<file path="src/rtl/bus_dev_port.sv">
// Per-device bus endpoint: transmit FIFO toward the arbiter, ID-filtered receive FIFO toward the host.
// Latency: 1 cycle from enqueue to head visibility on either side; all outputs decoded from registers.
// Backpressure: none upstream; full-FIFO writes are dropped and flagged sticky. Filter macro: BUS_DEV_RX_FILTER_EN.

// Generic first-word-fall-through FIFO with sticky overflow flag.
// Latency: enqueued word is at the head the cycle after the write edge.
// Backpressure: a write to a full FIFO is dropped unless a dequeue frees the slot in the same cycle.
module bus_dev_fifo #(
    parameter int W     = 16,
    parameter int DEPTH = 8
) (
    input  logic                       clk,
    input  logic                       reset,
    input  logic                       in_vld,
    input  logic [W-1:0]               in_dat,
    input  logic                       out_rdy,
    output logic                       out_vld,
    output logic [W-1:0]               out_dat,
    output logic                       full,
    output logic [$clog2(DEPTH):0]     cnt,
    output logic                       ovf
);
    localparam int AW = $clog2(DEPTH);
    localparam int CW = AW + 1;

    logic [W-1:0]  mem [DEPTH];
    logic [AW-1:0] wr_ptr;
    logic [AW-1:0] rd_ptr;
    logic [CW-1:0] count;
    logic          ovf_q;
    logic          deq;
    logic          enq;
    logic          at_full;

    // A dequeue needs a visible head; a full FIFO still accepts a write if the head leaves this cycle.
    assign at_full = (count == CW'(DEPTH));
    assign deq     = out_rdy && (count != '0);
    assign enq     = in_vld && (!at_full || deq);

    // Storage is not reset; the head is masked while empty so stale data never leaks out.
    always_ff @(posedge clk) begin
        if (enq) begin
            mem[wr_ptr] <= in_dat;
        end
    end

    // Pointer, occupancy and sticky-overflow bookkeeping.
    always_ff @(posedge clk or negedge reset) begin
        if (!reset) begin
            wr_ptr <= '0;
            rd_ptr <= '0;
            count  <= '0;
            ovf_q  <= 1'b0;
        end else begin
            if (enq) begin
                wr_ptr <= wr_ptr + 1'b1;
            end
            if (deq) begin
                rd_ptr <= rd_ptr + 1'b1;
            end
            if (enq && !deq) begin
                count <= count + 1'b1;
            end else if (!enq && deq) begin
                count <= count - 1'b1;
            end
            if (in_vld && !enq) begin
                ovf_q <= 1'b1;
            end
        end
    end

    assign out_vld = (count != '0);
    assign out_dat = out_vld ? mem[rd_ptr] : '0;
    assign full    = at_full;
    assign cnt     = count;
    assign ovf     = ovf_q;
endmodule

module bus_dev_port #(
    parameter int         pckg_sz   = 16,
    parameter int         depth     = 8,
    parameter logic [7:0] id        = 8'd0,
    parameter logic [7:0] broadcast = 8'hFF
) (
    input  logic                     clk,
    input  logic                     reset,
    input  logic                     wr_en,
    input  logic [pckg_sz-1:0]       wr_data,
    output logic                     tx_full,
    output logic                     pndng,
    output logic [pckg_sz-1:0]       D_pop,
    input  logic                     pop,
    input  logic                     push,
    input  logic [pckg_sz-1:0]       D_push,
    output logic                     rx_valid,
    output logic [pckg_sz-1:0]       rd_data,
    input  logic                     rd_en,
    output logic                     tx_ovf,
    output logic                     rx_ovf,
    output logic [$clog2(depth):0]   rx_cnt
);
    logic                   accept;
    logic [$clog2(depth):0] tx_cnt_unused;
    logic                   rx_full_unused;

`ifdef BUS_DEV_RX_FILTER_EN
    logic [7:0] dst;
    // Accept only packets addressed to this device or to everyone.
    assign dst    = D_push[pckg_sz-1 -: 8];
    assign accept = push && ((dst == id) || (dst == broadcast));
`else
    logic unused_cfg;
    // Unfiltered build: every delivered packet is taken; the ID parameters have no effect.
    assign accept     = push;
    assign unused_cfg = ^{id, broadcast};
`endif

    bus_dev_fifo #(.W(pckg_sz), .DEPTH(depth)) u_tx_fifo (
        .clk     (clk),
        .reset   (reset),
        .in_vld  (wr_en),
        .in_dat  (wr_data),
        .out_rdy (pop),
        .out_vld (pndng),
        .out_dat (D_pop),
        .full    (tx_full),
        .cnt     (tx_cnt_unused),
        .ovf     (tx_ovf)
    );

    bus_dev_fifo #(.W(pckg_sz), .DEPTH(depth)) u_rx_fifo (
        .clk     (clk),
        .reset   (reset),
        .in_vld  (accept),
        .in_dat  (D_push),
        .out_rdy (rd_en),
        .out_vld (rx_valid),
        .out_dat (rd_data),
        .full    (rx_full_unused),
        .cnt     (rx_cnt),
        .ovf     (rx_ovf)
    );
endmodule
</file>
<file path="config.mk">
export PLATFORM = sky130hd
export DESIGN_NAME = bus_dev_port
export DESIGN_NICKNAME = d
export VERILOG_FILES = /design/src/rtl/bus_dev_port.sv
export SDC_FILE = /design/constraint.sdc
export NUM_CORES = 1
export LEC_CHECK = 0
export CORE_MARGIN = 5
export CORE_UTILIZATION = 45
export DETAILED_ROUTE_END_ITERATION = 7
export PLACE_DENSITY_LB_ADDON = 0.12
export SKIP_LAST_GASP = 1
export SYNTH_ARGS = -nofsm -noshare
export SYNTH_HDL_FRONTEND = slang
export SYNTH_SLANG_ARGS = --single-unit
</file>
<file path="constraint.sdc">
create_clock -name clk -period 3.4 [get_ports clk]
set_input_delay 0.51 -clock clk [delete_from_list [all_inputs] [get_ports clk]]
set_output_delay 0.51 -clock clk [all_outputs]
set_load 0.05 [all_outputs]
</file>
==> impl_metrics.json <==
{
  "clkSinkCount": 278,
  "yosysMostFrequentCell": "edfxtp_1",
  "die_x_um": 166,
  "wl_mm": 21.6,
  "fin_skew_ns": 0.0278,
  "postRouteAntennaNets": 0,
  "gp_congestion": 0.731,
  "finalHoldViolCount": 0,
  "top_layer": "met4",
  "pre_cts_ws_ns": 0.188,
  "worstSetupEndpointType": "primary output",
  "synth_commonest_cells": "edfxtp_1 (256), mux4_2 (64), a22o_1 (32)",
  "wl_met3_mm": 1.09,
  "p_per_area_mw_per_mm2": 1000,
  "port_buffers": 78,
  "synth-edff-count": 256,
  "pwr-share-clk_pct": 24.7,
  "syn_to_final_growth_pct": 20.2,
  "fin_crit_sh_pct": 90.8,
  "fillers": 1858,
  "die-area_sq_mm": 0.0276,
  "clkTransAtPathRegs_ns": 0.06,
  "switching_share_pct": 36.1,
  "grt_overflow": 0,
  "drt_iter0_markers": 280,
  "wl_met2_mm": 11.7,
  "wl_per_cell_um": 22.5,
  "cts_buffer_depth": 3,
  "io_pins": 79,
  "path_max_fanout": 6,
  "vdd_drop_max_uv": 807,
  "core_area_sq_mm": 0.0242,
  "power_switching_mw": 4.76,
  "rsz0062_at_grt": "no",
  "drc_errors": 0,
  "grt.total_usage_pct": 15.7,
  "layoutNonFillerInstCount": 962,
  "pwr-share-comb_pct": 39.5,
  "final_util_pct": 54.5,
  "p_seq_share_pct": 35.9,
  "avgSynthCellArea_sq_um": 21.4,
  "antenna_cells": 0,
  "clkLatencyLatePin_ns": 0.55,
  "max_freq_mhz": 324,
  "detailed_place.area_sq_mm": 0.0122,
  "multi_input_area_sq_mm": 0.00257,
  "finalSetupTns_ns": 0,
  "fin_ws_ns": 0.311,
  "grt_pass1_vias": 5802,
  "die_h_um": 166,
  "critPathRequiredTime_ns": 2.89,
  "grt_pass1_wl_mm": 33.7,
  "antenna_found_initial": 0,
  "synth_area_leaders": "edfxtp_1 (70%), mux4_2 (13%), dfrtp_1 (5.0%)",
  "grt_start_max_net_pins": 35,
  "cts_setup_buffers": 0,
  "cts-buffers-inserted": 29,
  "power.leakage_nw": 4.39,
  "drt-met1-wl_mm": 8.33,
  "setup_viol": 0,
  "drv_cap": 0,
  "p_int_mw": 8.45,
  "period_minus_slack_ns": 3.09,
  "cts_tree": "done",
  "fin_area_sq_mm": 0.0132,
  "synth_area_sq_mm": 0.0110,
  "cp-start-kind": "register",
  "register_area_sq_mm": 0.00824,
  "root_buffer": "clkbuf_16",
  "synth.top_cell.area_share_pct": 70.2,
  "rows": 57,
  "slew_headroom_pct": 28.5,
  "drt_pass1_iterations": 6,
  "cts_hold_buffers": 0,
  "synth_warnings": 0,
  "cp.arrival_ns": 2.58,
  "postSynthCellCount": 513,
  "outcome": "completed",
  "vias": 5313,
  "syn_nets": 563,
  "synth.distinct_cells": 32,
  "power_mw": 13.2,
  "post_cts_resized": 0,
  "yosys.area.top_type": "edfxtp_1",
  "initial_utilization_pct": 45.3,
  "worst-slew-pin-transition_ns": 1.07,
  "place_inst": 908,
  "min_path_type": "reg2reg",
  "nNetsFinal": 665,
  "avgViaCountPerCell": 5.52,
  "synth_ff_type": "edfxtp_1",
  "drive_above_1_share_pct": 28.8,
  "dpl.hpwl_mm": 12.5,
  "synth-seq-area-share_pct": 75.2,
  "synthArstFlopShare_pct": 7.91,
  "worst_hold_slack_ns": 0.463,
  "htreeDepth": 1,
  "slew_violations": 0,
  "path_class": "reg2out",
  "synth-seq-cells": 278
}
[logic make-up after synthesis]
family | share of synthesized area (%)
xor+xnor | 0.959
compound gates | 3.95
fa+ha+maj | 1.51
mux | 14.0
flops | 75.2
buf+inv | 1.80
simple gates | 2.63
[flip-flops by register name, indices dropped and copies added (netlist names)]
| name | count |
|---|---|
| u_rx_fifo.mem | 128 |
| u_tx_fifo.mem | 128 |
| u_rx_fifo.cnt | 4 |
| u_tx_fifo.cnt | 4 |
| u_rx_fifo.rd_ptr | 3 |
| u_rx_fifo.wr_ptr | 3 |
| u_tx_fifo.rd_ptr | 3 |
| u_tx_fifo.wr_ptr | 3 |
| u_rx_fifo.ovf | 1 |
| u_tx_fifo.ovf | 1 |
[path summary, 6_finish.rpt]
check,startpoint,endpoint,slack [ns],cells after the start
max,u_tx_fifo.cnt[0],tx_full,0.31,3
min,u_tx_fifo.ovf,u_tx_fifo.ovf,0.46,1
max reg2reg,u_tx_fifo.cnt[0],u_tx_fifo.cnt[3],0.33,9
min reg2reg,u_tx_fifo.ovf,u_tx_fifo.ovf,0.46,1
max in group asynchronous,reset,u_rx_fifo.rd_ptr[0],2.12,1
min in group asynchronous,reset,u_rx_fifo.cnt[2],0.54,1
[power by group through the flow]
stage                     logic (mW)  registers, mW  clock network (mW)
final                           5.22           4.74                3.26
after detailed placement        5.31           4.83                   0
after global placement          5.25           4.78                   0
after floorplan                 3.79           4.73                   0
after CTS                       5.32           4.76                3.33
after global routing            5.52           4.82                3.48
[layout make-up]
type	count	area share, %
multi-input combinational	201	19.5
inverter	5	0.143
clock buffer	30	5.54
timing repair buffer	100	7.05
sequential	278	62.6
tap	324	3.08
clock inverter	24	2.06
[worst max-delay path, stage by stage, from the launching register on]
cell and delay [ns]:
dfrtp_1 0.45, or4b_1 0.67, inv_1 0.10, clkdlybuf4s50_1 0.81
[layout by cell type, fill, tap and decap left out, drive strengths merged]
cell / n
inv: 6
nand3: 6
nand2b: 5
dfrtp: 22
xnor2: 12
clkinvlp: 2
mux2: 6
clkinv: 15
a22o: 32
or4b: 1
nor2: 8
a2111o: 2
clkdlybuf4s50: 46
or3: 3
o21ai: 4
bufinv: 6
buf: 54
nor3: 10
nand2: 8
edfxtp: 256
ha: 10
nand3b: 2
o211ai: 8
or4: 4
mux4: 64
clkbuf: 30
mux2i: 2
nor2b: 2
fa: 2
and2: 2
a21oi: 4
a21o: 2
nor4: 2
[layer usage]
layer / GRT usage, % / vias up
li1: - / 2363
met1: 18.9 / 2772
met2: 29.1 / 139
met3: 3.09 / 39
met4: 3.62 / 0
met5: 0 / -
Note: power is estimated with default switching activity, not from simulation.
